$ cat config.mk
export PLATFORM = sky130hd
export DESIGN_NAME = fb_scanout
export DESIGN_NICKNAME = d
export VERILOG_FILES = /design/src/rtl/fb_scanout.sv
export SDC_FILE = /design/constraint.sdc
export NUM_CORES = 1
export LEC_CHECK = 0
export CAP_MARGIN = 20
export CORE_MARGIN = 2
export CORE_UTILIZATION = 28
export CTS_BUF_LIST = sky130_fd_sc_hd__clkbuf_2 sky130_fd_sc_hd__clkbuf_4 sky130_fd_sc_hd__clkbuf_8
export CTS_CLUSTER_SIZE = 8
export DETAILED_ROUTE_END_ITERATION = 6
export GPL_TIMING_DRIVEN = 0
export PLACE_DENSITY = 0.45
export SLEW_MARGIN = 25
export SYNTH_ARGS = -nofsm -noshare
export SYNTH_HDL_FRONTEND = slang
export SYNTH_SLANG_ARGS = --single-unit
$ cat constraint.sdc
create_clock -name clk -period 3 [get_ports clk]
set_clock_uncertainty 0.15 [all_clocks]
set_input_delay 0.3 -clock clk [delete_from_list [all_inputs] [get_ports clk]]
set_output_delay 0.3 -clock clk [all_outputs]
set_load 0.03 [all_outputs]
$ cat src/rtl/fb_scanout.sv
// Frame-buffer scanout: 640x480@60 VGA timing over a 320x240 RGB332 buffer with
// 2x replication, RGB444 expansion and a frame-boundary front-buffer select.
module fb_scanout (
  input  logic        clk,
  input  logic        rst,
  input  logic        front_buf,
  output logic        fb_en,
  output logic [17:0] fb_addr,
  input  logic [7:0]  fb_dout,
  output logic [3:0]  vga_r,
  output logic [3:0]  vga_g,
  output logic [3:0]  vga_b,
  output logic        hsync,
  output logic        vsync,
  output logic        de,
  output logic        vblank,
  output logic        frame_done
);
  localparam logic [9:0]  H_LAST   = 10'd799;
  localparam logic [9:0]  H_ACT    = 10'd640;
  localparam logic [9:0]  HS_BEG   = 10'd656;
  localparam logic [9:0]  HS_END   = 10'd751;
  localparam logic [9:0]  V_LAST   = 10'd524;
  localparam logic [9:0]  V_ACT    = 10'd480;
  localparam logic [9:0]  VS_BEG   = 10'd490;
  localparam logic [9:0]  VS_END   = 10'd491;
  localparam logic [16:0] ROW_STEP = 17'd320;

  logic [9:0]  hc_r, vc_r, hc_nxt_s, vc_nxt_s;
  logic [16:0] row_base_r;
  logic        buf_q_r;
  logic        active_s, hs_s, vs_s, line_end_s, frame_end_s;
  logic [1:0]  de_d_r, hs_d_r, vs_d_r;

  // RGB332 -> RGB444 by replicating the top bits into the new LSBs
  function automatic logic [11:0] expand332(input logic [7:0] d);
    expand332 = {d[7:5], d[7], d[4:2], d[4], d[1:0], d[1:0]};
  endfunction

  // Timing decode and next-counter values
  always_comb begin
    line_end_s  = (hc_r == H_LAST);
    frame_end_s = line_end_s && (vc_r == V_LAST);
    active_s    = (hc_r < H_ACT) && (vc_r < V_ACT);
    hs_s        = ~((hc_r >= HS_BEG) && (hc_r <= HS_END));
    vs_s        = ~((vc_r >= VS_BEG) && (vc_r <= VS_END));
    hc_nxt_s    = line_end_s ? 10'd0 : hc_r + 10'd1;
    if (!line_end_s) begin
      vc_nxt_s = vc_r;
    end else if (vc_r == V_LAST) begin
      vc_nxt_s = 10'd0;
    end else begin
      vc_nxt_s = vc_r + 10'd1;
    end
  end

  // Counters, row base, buffer latch; handshake flags track the new counter value
  always_ff @(posedge clk) begin
    if (rst) begin
      hc_r       <= 10'd0;
      vc_r       <= 10'd0;
      row_base_r <= 17'd0;
      buf_q_r    <= 1'b0;
      vblank     <= 1'b0;
      frame_done <= 1'b0;
    end else begin
      hc_r       <= hc_nxt_s;
      vc_r       <= vc_nxt_s;
      vblank     <= (vc_nxt_s >= V_ACT);
      frame_done <= (hc_nxt_s == 10'd0) && (vc_nxt_s == V_ACT);
      if (frame_end_s) begin
        row_base_r <= 17'd0;
        buf_q_r    <= front_buf;
      end else if (line_end_s && (vc_r < V_ACT) && vc_r[0]) begin
        row_base_r <= row_base_r + ROW_STEP;
      end
    end
  end

  // Read request stage and the sync/enable delay line up to the BRAM output
  always_ff @(posedge clk) begin
    if (rst) begin
      fb_en   <= 1'b0;
      fb_addr <= 18'd0;
      de_d_r  <= 2'b00;
      hs_d_r  <= 2'b11;
      vs_d_r  <= 2'b11;
    end else begin
      fb_en   <= active_s;
      fb_addr <= active_s ? {buf_q_r, row_base_r + {8'd0, hc_r[9:1]}} : 18'd0;
      de_d_r  <= {de_d_r[0], active_s};
      hs_d_r  <= {hs_d_r[0], hs_s};
      vs_d_r  <= {vs_d_r[0], vs_s};
    end
  end

  // Output registers; color is blanked whenever the delayed enable is low
  always_ff @(posedge clk) begin
    if (rst) begin
      de                    <= 1'b0;
      hsync                 <= 1'b1;
      vsync                 <= 1'b1;
      {vga_r, vga_g, vga_b} <= 12'd0;
    end else begin
      de                    <= de_d_r[1];
      hsync                 <= hs_d_r[1];
      vsync                 <= vs_d_r[1];
      {vga_r, vga_g, vga_b} <= de_d_r[1] ? expand332(fb_dout) : 12'd0;
    end
  end
endmodule
# Word-level counts from Yosys, hierarchy flattened
# Cells that the tools add are included.
# totals
output_inout_bits	36
regBits	80
in_bits	11
# classes
n_mux	3
n_addsub	4
n_reduce_logical	11
n_bitwise	4
n_eq_ne	3
magnitude_cmp	7
# ops
op	n
10-bit 2-to-1 mux	3
10-bit by 1-bit adder with 10-bit output, second input constant	2
10-bit equality test, second input constant	2
10-bit by 9-bit greater-or-equal comparator with 1-bit output, second input constant	2
17-bit by 9-bit adder with 17-bit output	1
17-bit by 9-bit adder with 17-bit output, second input constant	1
10-bit by 9-bit equality test with 1-bit output, second input constant	1
10-bit greater-or-equal comparator, second input constant	1
10-bit less-or-equal comparator, second input constant	1
10-bit by 9-bit less-or-equal comparator with 1-bit output, second input constant	1
10-bit logical NOT	1
10-bit < comparator, second input constant	1
10-bit by 9-bit < comparator with 1-bit output, second input constant	1
1-bit logical AND	7
2-bit OR reduction	3
1-bit inverter	4

# Longest topological paths before layout
# Gate-level depths: netlist of run 1.
# depth
ltp_word	5
ltp_mapped	8

# Worst setup path before layout of run 1
# Ideal clock, no wire load.
# synth_path
path_type	register to register
startpoint	register hc_r[0]
endpoint	register row_base_r[15]
setup_time_ns	0.116
path_slack_ns	0.824
arrival_time_ns	1.911
t_required_ns	2.734
period_less_slack_ns	2.176
n_path_buf	2
path_stages_with_launch	9
cell_sequence	dfxtp_1 > ha_1 > nand4_1 > or3_1 > buf_2 > buf_6 > nor4_4 > xnor2_1 > nor2_2
# synth_between
elab_chain_cells	3
elab_cells_between_ends	5
classes_between	eq/ne: 1; reduce/logical: 4
# synth_rtl
element	line	text
start, declared	29	logic [9:0] hc_r, vc_r, hc_nxt_s, vc_nxt_s;
start signal, assigned	67	hc_r <= hc_nxt_s;
10-bit equality test (*)	42	line_end_s = (hc_r == H_LAST);
1-bit logical AND, on equally long branches	43, 74	
2-bit OR reduction (no line) or 1-bit logical AND (tied branches)	--	
end signal, assigned	75	row_base_r <= row_base_r + ROW_STEP;
end, declared	30	logic [16:0] row_base_r;
# Every way passes the cells marked *; elsewhere a longest branch is shown, timed or not.
# A chain may end at the register's enable or synchronous reset.

# Final worst setup path of run 1
# layout_path
startpoint	register hc_r[0]
endpoint	register frame_done
# layout_between
elab_chain_cells	4
elab_cells_between_ends	7
classes_between	add/sub: 1; eq/ne: 2; mux: 2; reduce/logical: 2
# layout_rtl
element	line	text
10-bit by 1-bit adder with 10-bit output or 10-bit equality test (tied branches)	47, 42	
10-bit 2-to-1 mux, on equally long branches	47, 48	
10-bit logical NOT or 10-bit by 9-bit equality test with 1-bit output (tied branches)	70	frame_done <= (hc_nxt_s == 10'd0) && (vc_nxt_s == V_ACT);
1-bit logical AND (*)	70	
end signal, assigned	70	
end, declared	17	output logic frame_done
# Marks and branches as above.

==> flow_summary.html, run 1 <==
<table>
<tr><th>Metric</th><th>Value</th></tr>
<tr><th colspan="2">Clock network</th></tr>
<tr><td>TritonCTS sink count</td><td>69</td></tr>
<tr><td>H-tree depth</td><td>3</td></tr>
<tr><td>Setup Buffers After CTS</td><td>0</td></tr>
<tr><td>Clock Pin Slew Worst Setup and Hold Paths</td><td>0.09 ns</td></tr>
<tr><td>Clock tree from TritonCTS</td><td>yes</td></tr>
<tr><td>Clock latency of the later-clocked register in the worst-skew pair</td><td>0.35 ns</td></tr>
<tr><td>Root buf cell</td><td>sky130_fd_sc_hd__clkbuf_8</td></tr>
<tr><td>Number of buffers created by CTS</td><td>9</td></tr>
<tr><td>Clock Path Buffers</td><td>2</td></tr>
<tr><th colspan="2">Synth</th></tr>
<tr><td>Mapped Cells</td><td>325</td></tr>
<tr><td>Number of synthesis warnings</td><td>0</td></tr>
<tr><td>Share of synthesized area occupied by flip-flops and latches</td><td>0.464</td></tr>
<tr><td>FFs w/ async S/R, synth</td><td>0</td></tr>
<tr><td>Synthesized net count</td><td>346</td></tr>
<tr><td>Count of distinct cell types in the synthesized netlist</td><td>47</td></tr>
<tr><td>Yosys reg bits</td><td>69</td></tr>
<tr><td>Top flip-flop cell by instance count after synthesis</td><td>sky130_fd_sc_hd__dfxtp_1</td></tr>
<tr><td>Per-instance average area after synthesis</td><td>9.15 um^2</td></tr>
<tr><td>Mapped cell area</td><td>2970 um^2</td></tr>
<tr><td>Count of flip-flops with a built-in enable after synthesis</td><td>0</td></tr>
<tr><th colspan="2">Cells and area</th></tr>
<tr><td>Fraction of layout instances using a drive strength above 1</td><td>0.0904</td></tr>
<tr><td>Number of diodes</td><td>0</td></tr>
<tr><td>Total number of nets in the final design</td><td>403</td></tr>
<tr><td>Top library cells by usage in the layout, fill and taps aside</td><td>sky130_fd_sc_hd__dfxtp_1 (69), sky130_fd_sc_hd__clkdlybuf4s50_1 (46), sky130_fd_sc_hd__nor2_1 (36)</td></tr>
<tr><td>Area growth syn-to-layout</td><td>29.2%</td></tr>
<tr><td>Most common cell after layout, fill and taps aside</td><td>sky130_fd_sc_hd__dfxtp_1</td></tr>
<tr><td>Final cell area excluding filler cells</td><td>3840 um^2</td></tr>
<tr><th colspan="2">STA</th></tr>
<tr><td>Period utilization</td><td>0.869</td></tr>
<tr><td>Worst slew margin relative to its limit</td><td>0.626</td></tr>
<tr><td>Top achievable clock speed</td><td>0.384 GHz</td></tr>
<tr><td>Final max-slew violation count</td><td>0</td></tr>
<tr><td>Total count of hold-check failures in the final report</td><td>0</td></tr>
<tr><td>Fin Setup TNS</td><td>0 ns</td></tr>
<tr><td>Measured slew at the worst slew-check pin</td><td>0.561 ns</td></tr>
<tr><td>Final count of negative-setup-slack endpoints</td><td>0</td></tr>
<tr><td>Unrepaired setup endpoints after global routing</td><td>false</td></tr>
<tr><td>Clock period minus final worst setup slack</td><td>2.61 ns</td></tr>
<tr><td>Crit path setup slack, layout</td><td>0.393 ns</td></tr>
<tr><th colspan="2">Placement</th></tr>
<tr><td>Number of buffer cells added on primary ports</td><td>46</td></tr>
<tr><td>Post-detail-place hpwl</td><td>4880 um</td></tr>
<tr><td>GP Congestion</td><td>0.775</td></tr>
<tr><td>Pre-CTS WS</td><td>0.205 ns</td></tr>
<tr><td>Placed inst area</td><td>3600 um^2</td></tr>
<tr><th colspan="2">Die</th></tr>
<tr><td>Number of top-level pins</td><td>47</td></tr>
<tr><td>DIE HEIGHT</td><td>107 um</td></tr>
<tr><td>Die Area</td><td>11500 um^2</td></tr>
<tr><td>Die extent in x</td><td>107 um</td></tr>
<tr><td>Number of rows in the core area</td><td>37</td></tr>
<tr><td>Starting Density</td><td>0.288</td></tr>
<tr><td>Area inside the core boundary</td><td>10300 um^2</td></tr>
<tr><th colspan="2">Power and ir drop</th></tr>
<tr><td>Leakage Power</td><td>1.40 nW</td></tr>
<tr><td>Pwr Density</td><td>491 nW/um^2</td></tr>
<tr><td>Worst IR drop on VDD</td><td>0.240 mV</td></tr>
<tr><th colspan="2">Critical path</th></tr>
<tr><td>Startpoint type of the worst setup path</td><td>register</td></tr>
<tr><td>Cell breakdown of the critical path</td><td>ha_1, nand4_1, nor4_2, o21ai_0, a21o_1, nor4_1</td></tr>
<tr><td>Type of the setup path with the least slack</td><td>register to register</td></tr>
<tr><td>Data required time of the worst path</td><td>3.08 ns</td></tr>
<tr><td>Largest delay share family, worst path</td><td>simple AND/OR/NAND/NOR gates</td></tr>
<tr><td>Slowest Stage Delay on Critical Path</td><td>0.60 ns</td></tr>
<tr><td>Endpoint type of the worst setup path</td><td>register</td></tr>
<tr><td>Worst reg2reg startpoint</td><td>hc_r[0]</td></tr>
<tr><td>Largest fanout on the critical path</td><td>6</td></tr>
<tr><td>Master of the slowest instance on the critical path</td><td>sky130_fd_sc_hd__nor4_2</td></tr>
<tr><td>Critical Path Source</td><td>hc_r[0]</td></tr>
<tr><td>Arrival time of data at the critical path endpoint</td><td>2.69 ns</td></tr>
<tr><td>Number of buffer and inverter stages on the critical path</td><td>0</td></tr>
<tr><th colspan="2">Job</th></tr>
<tr><td>Number of maximum-capacitance constraint violations</td><td>0</td></tr>
<tr><th colspan="2">Run status</th></tr>
<tr><td>Status</td><td>completed</td></tr>
<tr><th colspan="2">Drt</th></tr>
<tr><td>Final ANT Viol Nets</td><td>0</td></tr>
<tr><td>Routed length per placed instance</td><td>12.8 um</td></tr>
<tr><td>Number of DRC markers in iteration 0</td><td>77</td></tr>
<tr><td>DRC errors left</td><td>0</td></tr>
<tr><td>Avg Vias per Cell</td><td>4.54</td></tr>
<tr><td>TritonRoute pass-1 iters</td><td>5</td></tr>
<tr><td>Total via count in the routed design</td><td>2373</td></tr>
<tr><td>Drt total wl</td><td>6720 um</td></tr>
<tr><th colspan="2">GRT</th></tr>
<tr><td>Initial antenna violation count</td><td>0</td></tr>
<tr><td>Largest net degree at the start of global routing</td><td>14</td></tr>
<tr><td>Vias in the first global route</td><td>2236</td></tr>
<tr><td>Overflow after GRT</td><td>0</td></tr>
<tr><td>First-pass GRT wire length</td><td>11400 um</td></tr>
<tr><td>Global routing usage summed across all routing layers</td><td>0.128</td></tr>
<tr><th colspan="2">Min path</th></tr>
<tr><td>Worst min-delay path startpoint</td><td>vs_d_r[0]</td></tr>
<tr><td>Hold crit path type</td><td>register to register</td></tr>
</table>
## cell usage after synthesis (3+ instances only)
library cell,count,share of area
sky130_fd_sc_hd__buf_2,3,0.0050
sky130_fd_sc_hd__nand3_1,8,0.013
sky130_fd_sc_hd__a21o_1,3,0.0076
sky130_fd_sc_hd__xor2_1,18,0.053
sky130_fd_sc_hd__dfxtp_1,69,0.46
sky130_fd_sc_hd__ha_1,9,0.038
sky130_fd_sc_hd__or2_2,4,0.0084
sky130_fd_sc_hd__and3_1,4,0.0084
sky130_fd_sc_hd__o21ai_0,11,0.019
sky130_fd_sc_hd__inv_1,11,0.014
sky130_fd_sc_hd__and2_1,16,0.034
sky130_fd_sc_hd__nand4_1,10,0.021
sky130_fd_sc_hd__nor2b_1,4,0.0084
sky130_fd_sc_hd__nand2_1,18,0.023
sky130_fd_sc_hd__buf_4,4,0.010
sky130_fd_sc_hd__or3_1,5,0.011
sky130_fd_sc_hd__a21oi_1,13,0.022
sky130_fd_sc_hd__xnor2_1,15,0.044
sky130_fd_sc_hd__nor3_1,14,0.024
sky130_fd_sc_hd__nor4_1,5,0.011
sky130_fd_sc_hd__clkbuf_1,14,0.018
sky130_fd_sc_hd__nor2_1,36,0.045
## state kept, by name (all words and copies together), names as in the netlist, 2 cells and up
name and count:
row_base_r 11, hc_r 10, fb_addr 18, vs_d_r 2, vga_r 3, vga_g 3, vga_b 2, vc_r 10
de_d_r 2, hs_d_r 2
## power by group
group          switching [mW]  leakage [nW]  internal [mW]  total [mW]
registers             0.00636         0.558          0.925       0.931
logic                  0.0390         0.732         0.0325      0.0715
clock network           0.385         0.113          0.498       0.883
total                   0.430          1.40           1.46        1.89
## logic make-up (layout without fill, tap and decap cells)
| kind of cell | count (synthesis) | count (layout) | synth area share |
|---|---|---|---|
| flip-flops | 69 | 69 | 0.464 |
| AO/OA/AOI/OAI | 39 | 39 | 0.0795 |
| AND/OR/NAND/NOR | 140 | 140 | 0.260 |
| buffers and inverters | 34 | 96 | 0.0543 |
| XOR/XNOR | 33 | 33 | 0.0972 |
| adder cells (fa/ha/maj) | 10 | 10 | 0.0446 |
## layout make-up
| class | instances | area [um^2] |
|---|---|---|
| Buffer | 23 | 120 |
| Clock buffer | 10 | 138 |
| Clock inverter | 6 | 93.8 |
| Fill cell | 1040 | 6480 |
| Inverter | 11 | 41.3 |
| Multi-Input combinational cell | 222 | 1440 |
| Sequential cell | 69 | 1380 |
| Tap cell | 136 | 170 |
| Timing Repair Buffer | 46 | 460 |
## path summary, 6_finish.rpt
kind | depth (start not counted) | slack (ns) | end
min reg2reg | 1 | 0.25 | vs_d_r[1]
max reg2reg | 6 | 0.39 | frame_done
max | 6 | 0.39 | frame_done
min | 1 | 0.25 | vs_d_r[1]
## layer usage
layer / global-route usage / vias up / share of wire
met5: 0 / - / 0
met4: 0.0390 / 0 / 0.014
li1: - / 1212 / -
met1: 0.173 / 1089 / 0.50
met3: 0.0383 / 11 / 0.051
met2: 0.195 / 61 / 0.43
## metrics by stage
stage / util / power (mW) / std cells / hold WS, ns
floorplan: - / 0.988 / 325 / 0.239
detailed placement: 0.349 / 1.03 / 507 / 0.247
CTS: 0.372 / 1.91 / 523 / 0.254
global route: 0.372 / 1.96 / 523 / 0.270
finish: 0.372 / 1.89 / 523 / 0.249
global placement: 0.349 / 1.03 / 507 / 0.242
## repair_timing
| action | 4_1_cts | 5_1_grt |
|---|---|---|
| resized for setup | 0 | 1 |
| hold buffers | 0 | 0 |
| setup endpoints to repair | 0 | 8 |
No activity file was read; power rests on OpenSTA's default activity.
==> inputs of run 2 (changes only) <==
--- a/config.mk
+++ b/config.mk
@@ -5,8 +5,7 @@
 export SDC_FILE = /design/constraint.sdc
 export NUM_CORES = 1
 export LEC_CHECK = 0
-export CAP_MARGIN = 20
-export CORE_MARGIN = 2
+export CORE_MARGIN = 1.5
 export CORE_UTILIZATION = 28
 export CTS_BUF_LIST = sky130_fd_sc_hd__clkbuf_2 sky130_fd_sc_hd__clkbuf_4 sky130_fd_sc_hd__clkbuf_8
 export CTS_CLUSTER_SIZE = 8
==> run 2 against run 1 <==
  * Fmax shrank 0.43%
  * Global-route usage grew 0.46 points
  * Cell area rose by 0.39%
  * Worst hold slack gained 0.010 ns
  * Wire length rose by 3.2%
  * Register-to-register slack about the same
  * Setup slack got worse by 0.011 ns
  * Die area decreased by 1.9%
  * Utilization up 0.15 points
  * Largest power group is now clock
==> flow_summary.html, run 2 (synthesis gave the netlist of run 1 again) <==
<table>
<tr><th>Metric</th><th>Value</th></tr>
<tr><th colspan="2">Run status</th></tr>
<tr><td>Status</td><td>completed</td></tr>
<tr><th colspan="2">Cells and area</th></tr>
<tr><td>Non-Filler Instances</td><td>522 (-0.19%)</td></tr>
<tr><td>Most common cell after layout, fill and taps aside</td><td>sky130_fd_sc_hd__dfxtp_1</td></tr>
<tr><td>Top library cells by usage in the layout, fill and taps aside</td><td>sky130_fd_sc_hd__dfxtp_1 (69), sky130_fd_sc_hd__clkdlybuf4s50_1 (46), sky130_fd_sc_hd__nor2_1 (36)</td></tr>
<tr><td>Number of diodes</td><td>0 (unchanged)</td></tr>
<tr><td>Fraction of layout instances using a drive strength above 1</td><td>0.0881 (-0.00236)</td></tr>
<tr><td>Total number of nets in the final design</td><td>403 (unchanged)</td></tr>
<tr><td>Max FFs per register</td><td>18 (unchanged)</td></tr>
<tr><td>Top register by number of flip-flops</td><td>fb_addr</td></tr>
<tr><td>Area growth syn-to-layout</td><td>29.7%</td></tr>
<tr><td>Top flop regs</td><td>fb_addr x18, row_base_r x11</td></tr>
<tr><th colspan="2">GRT</th></tr>
<tr><td>Initial antenna violation count</td><td>0 (unchanged)</td></tr>
<tr><td>Overflow after GRT</td><td>0 (unchanged)</td></tr>
<tr><td>Vias in the first global route</td><td>2280 (+2.0%)</td></tr>
<tr><td>First-pass GRT wire length</td><td>11400 um (+0.25%)</td></tr>
<tr><td>Global routing usage summed across all routing layers</td><td>0.132 (+0.00456)</td></tr>
<tr><td>Largest net degree at the start of global routing</td><td>12 (-2)</td></tr>
<tr><th colspan="2">Clock network</th></tr>
<tr><td>Number of buffers created by CTS</td><td>9 (unchanged)</td></tr>
<tr><td>Hold buffer count at cts</td><td>0 (unchanged)</td></tr>
<tr><td>Clock latency of the later-clocked register in the worst-skew pair</td><td>0.35 ns (about the same)</td></tr>
<tr><td>Root buf cell</td><td>sky130_fd_sc_hd__clkbuf_8</td></tr>
<tr><td>H-tree depth</td><td>3 (unchanged)</td></tr>
<tr><td>Clock Pin Slew Worst Setup and Hold Paths</td><td>0.07 ns (-0.02 ns)</td></tr>
<tr><td>Clock Path Buffers</td><td>2 (unchanged)</td></tr>
<tr><td>TritonCTS sink count</td><td>69 (unchanged)</td></tr>
<tr><td>Clock tree from TritonCTS</td><td>yes</td></tr>
<tr><th colspan="2">STA</th></tr>
<tr><td>Total count of hold-check failures in the final report</td><td>0 (unchanged)</td></tr>
<tr><td>Final max-slew violation count</td><td>0 (unchanged)</td></tr>
<tr><td>Period utilization</td><td>0.873 (+0.00372)</td></tr>
<tr><td>Measured slew at the worst slew-check pin</td><td>0.539 ns (-0.0227 ns)</td></tr>
<tr><td>Fin Setup TNS</td><td>0 ns (unchanged)</td></tr>
<tr><td>Clock period minus final worst setup slack</td><td>2.62 ns (+0.0111 ns)</td></tr>
<tr><td>Min Hold Slack</td><td>0.259 ns (+0.0105 ns)</td></tr>
<tr><td>Worst slew margin relative to its limit</td><td>0.638 (+0.0122)</td></tr>
<tr><td>Final count of negative-setup-slack endpoints</td><td>0 (unchanged)</td></tr>
<tr><td>Unrepaired setup endpoints after global routing</td><td>false</td></tr>
<tr><td>Top achievable clock speed</td><td>0.382 GHz (-0.43%)</td></tr>
<tr><th colspan="2">Die</th></tr>
<tr><td>Area inside the core boundary</td><td>10300 um^2 (unchanged)</td></tr>
<tr><td>DIE HEIGHT</td><td>106 um (-0.93%)</td></tr>
<tr><td>Number of rows in the core area</td><td>37 (unchanged)</td></tr>
<tr><td>Die Area</td><td>11200 um^2 (-1.9%)</td></tr>
<tr><td>Number of top-level pins</td><td>47 (unchanged)</td></tr>
<tr><td>Starting Density</td><td>0.288 (unchanged)</td></tr>
<tr><td>Die extent in x</td><td>106 um (-0.93%)</td></tr>
<tr><th colspan="2">Placement</th></tr>
<tr><td>GP Congestion</td><td>0.784 (+1.1%)</td></tr>
<tr><td>Cell total after placement</td><td>507 (unchanged)</td></tr>
<tr><td>Number of buffer cells added on primary ports</td><td>46 (unchanged)</td></tr>
<tr><td>Post-detail-place hpwl</td><td>4970 um (+2.0%)</td></tr>
<tr><th colspan="2">Critical path</th></tr>
<tr><td>Type of the setup path with the least slack</td><td>register to register</td></tr>
<tr><td>Endpoint type of the worst setup path</td><td>register</td></tr>
<tr><td>Critical Path Source</td><td>hc_r[0]</td></tr>
<tr><td>Arrival time of data at the critical path endpoint</td><td>2.69 ns (about the same)</td></tr>
<tr><td>Worst reg2reg startpoint</td><td>hc_r[0]</td></tr>
<tr><td>Data required time of the worst path</td><td>3.07 ns (about the same)</td></tr>
<tr><td>Startpoint type of the worst setup path</td><td>register</td></tr>
<tr><td>Largest fanout on the critical path</td><td>6 (unchanged)</td></tr>
<tr><th colspan="2">Drt</th></tr>
<tr><td>Met1 wire length</td><td>3520 um (+4.0%)</td></tr>
<tr><td>Total via count in the routed design</td><td>2382 (+0.38%)</td></tr>
<tr><td>Number of DRC markers in iteration 0</td><td>82 (+6.5%)</td></tr>
<tr><td>Wire length on met3</td><td>280 um (-18%)</td></tr>
<tr><td>Routed length on met2</td><td>2980 um (+2.9%)</td></tr>
<tr><td>Avg Vias per Cell</td><td>4.56 (+0.57%)</td></tr>
<tr><td>Drt total wl</td><td>6930 um (+3.2%)</td></tr>
<tr><td>TritonRoute pass-1 iters</td><td>4 (-1)</td></tr>
<tr><td>Top Layer Used</td><td>met4</td></tr>
<tr><td>DRC errors left</td><td>0 (unchanged)</td></tr>
<tr><td>Routed length per placed instance</td><td>13.3 um (+3.4%)</td></tr>
<tr><td>Final ANT Viol Nets</td><td>0 (unchanged)</td></tr>
<tr><th colspan="2">Power and ir drop</th></tr>
<tr><td>Pwr Density</td><td>506 nW/um^2 (+3.2%)</td></tr>
<tr><td>Overall Power</td><td>1.95 mW (+3.6%)</td></tr>
<tr><td>Leakage Power</td><td>1.42 nW (+0.85%)</td></tr>
<tr><td>Worst IR drop on VDD</td><td>0.153 mV (-36%)</td></tr>
<tr><th colspan="2">Job</th></tr>
<tr><td>Number of maximum-capacitance constraint violations</td><td>0 (unchanged)</td></tr>
<tr><th colspan="2">Min path</th></tr>
<tr><td>Hold crit path type</td><td>register to register</td></tr>
<tr><td>Worst min-delay path startpoint</td><td>hs_d_r[0]</td></tr>
</table>
==> run 2: cell types whose count changed in the layout (fill, tap and decap cells not counted) <==
| cell | change |
|---|---|
| sky130_fd_sc_hd__clkinvlp_4 | -1 |
| sky130_fd_sc_hd__clkinv_4 | -1 |
| sky130_fd_sc_hd__clkinv_2 | +1 |
| sky130_fd_sc_hd__inv_6 | -2 |
| sky130_fd_sc_hd__bufinv_16 | +1 |
| sky130_fd_sc_hd__clkbuf_8 | +1 |
==> run 2: cell type report <==
type	count	area [um^2]
Timing Repair Buffer	46	460
Buffer	23	120
Sequential cell	69	1380
Tap cell	136	170
Clock buffer	11	151
Inverter	11	41.3
Multi-Input combinational cell	222	1440
Fill cell	1071	6470
Clock inverter	4	95.1
==> run 2: final timing paths <==
kind           endpoint  slack (ns)  cells after the start
max          frame_done        0.38                      6
min           hs_d_r[1]        0.26                      1
max reg2reg  frame_done        0.38                      6
min reg2reg   hs_d_r[1]        0.26                      1
==> run 2: power by group <==
group,switching (mW),internal (mW)
Clock,0.358,0.592
Sequential,0.00653,0.925
Combinational,0.0388,0.0324
Total,0.403,1.55
==> run 2: worst max-delay path, stage by stage (launching register included) <==
cell and delay [ns]:
sky130_fd_sc_hd__dfxtp_1 0.42, sky130_fd_sc_hd__ha_1 0.26, sky130_fd_sc_hd__nand4_1 0.28, sky130_fd_sc_hd__nor4_2 0.61, sky130_fd_sc_hd__o21ai_0 0.17, sky130_fd_sc_hd__a21o_1 0.24
sky130_fd_sc_hd__nor4_1 0.37
==> run 2: repair_timing <==
item	CTS	global route
endpoints found under the setup margin	0	10
buffers inserted	0	0
resized for setup	0	1
==> run 2: stage by stage <==
stage          setup slack, ns  cell area [um^2]  utilization
2_1_floorplan            0.824              2970            -
3_3_place_gp             0.175              3600        0.349
3_5_place_dp             0.168              3600        0.349
4_1_cts                  0.150              3850        0.373
5_1_grt                  0.123              3860        0.374
6_report                 0.381              3860        0.374
==> run 2: layer usage <==
metal	global-route usage	up-vias
li1	-	1213
met1	0.177	1106
met2	0.199	52
met3	0.0331	11
met4	0.0637	0
met5	0	-
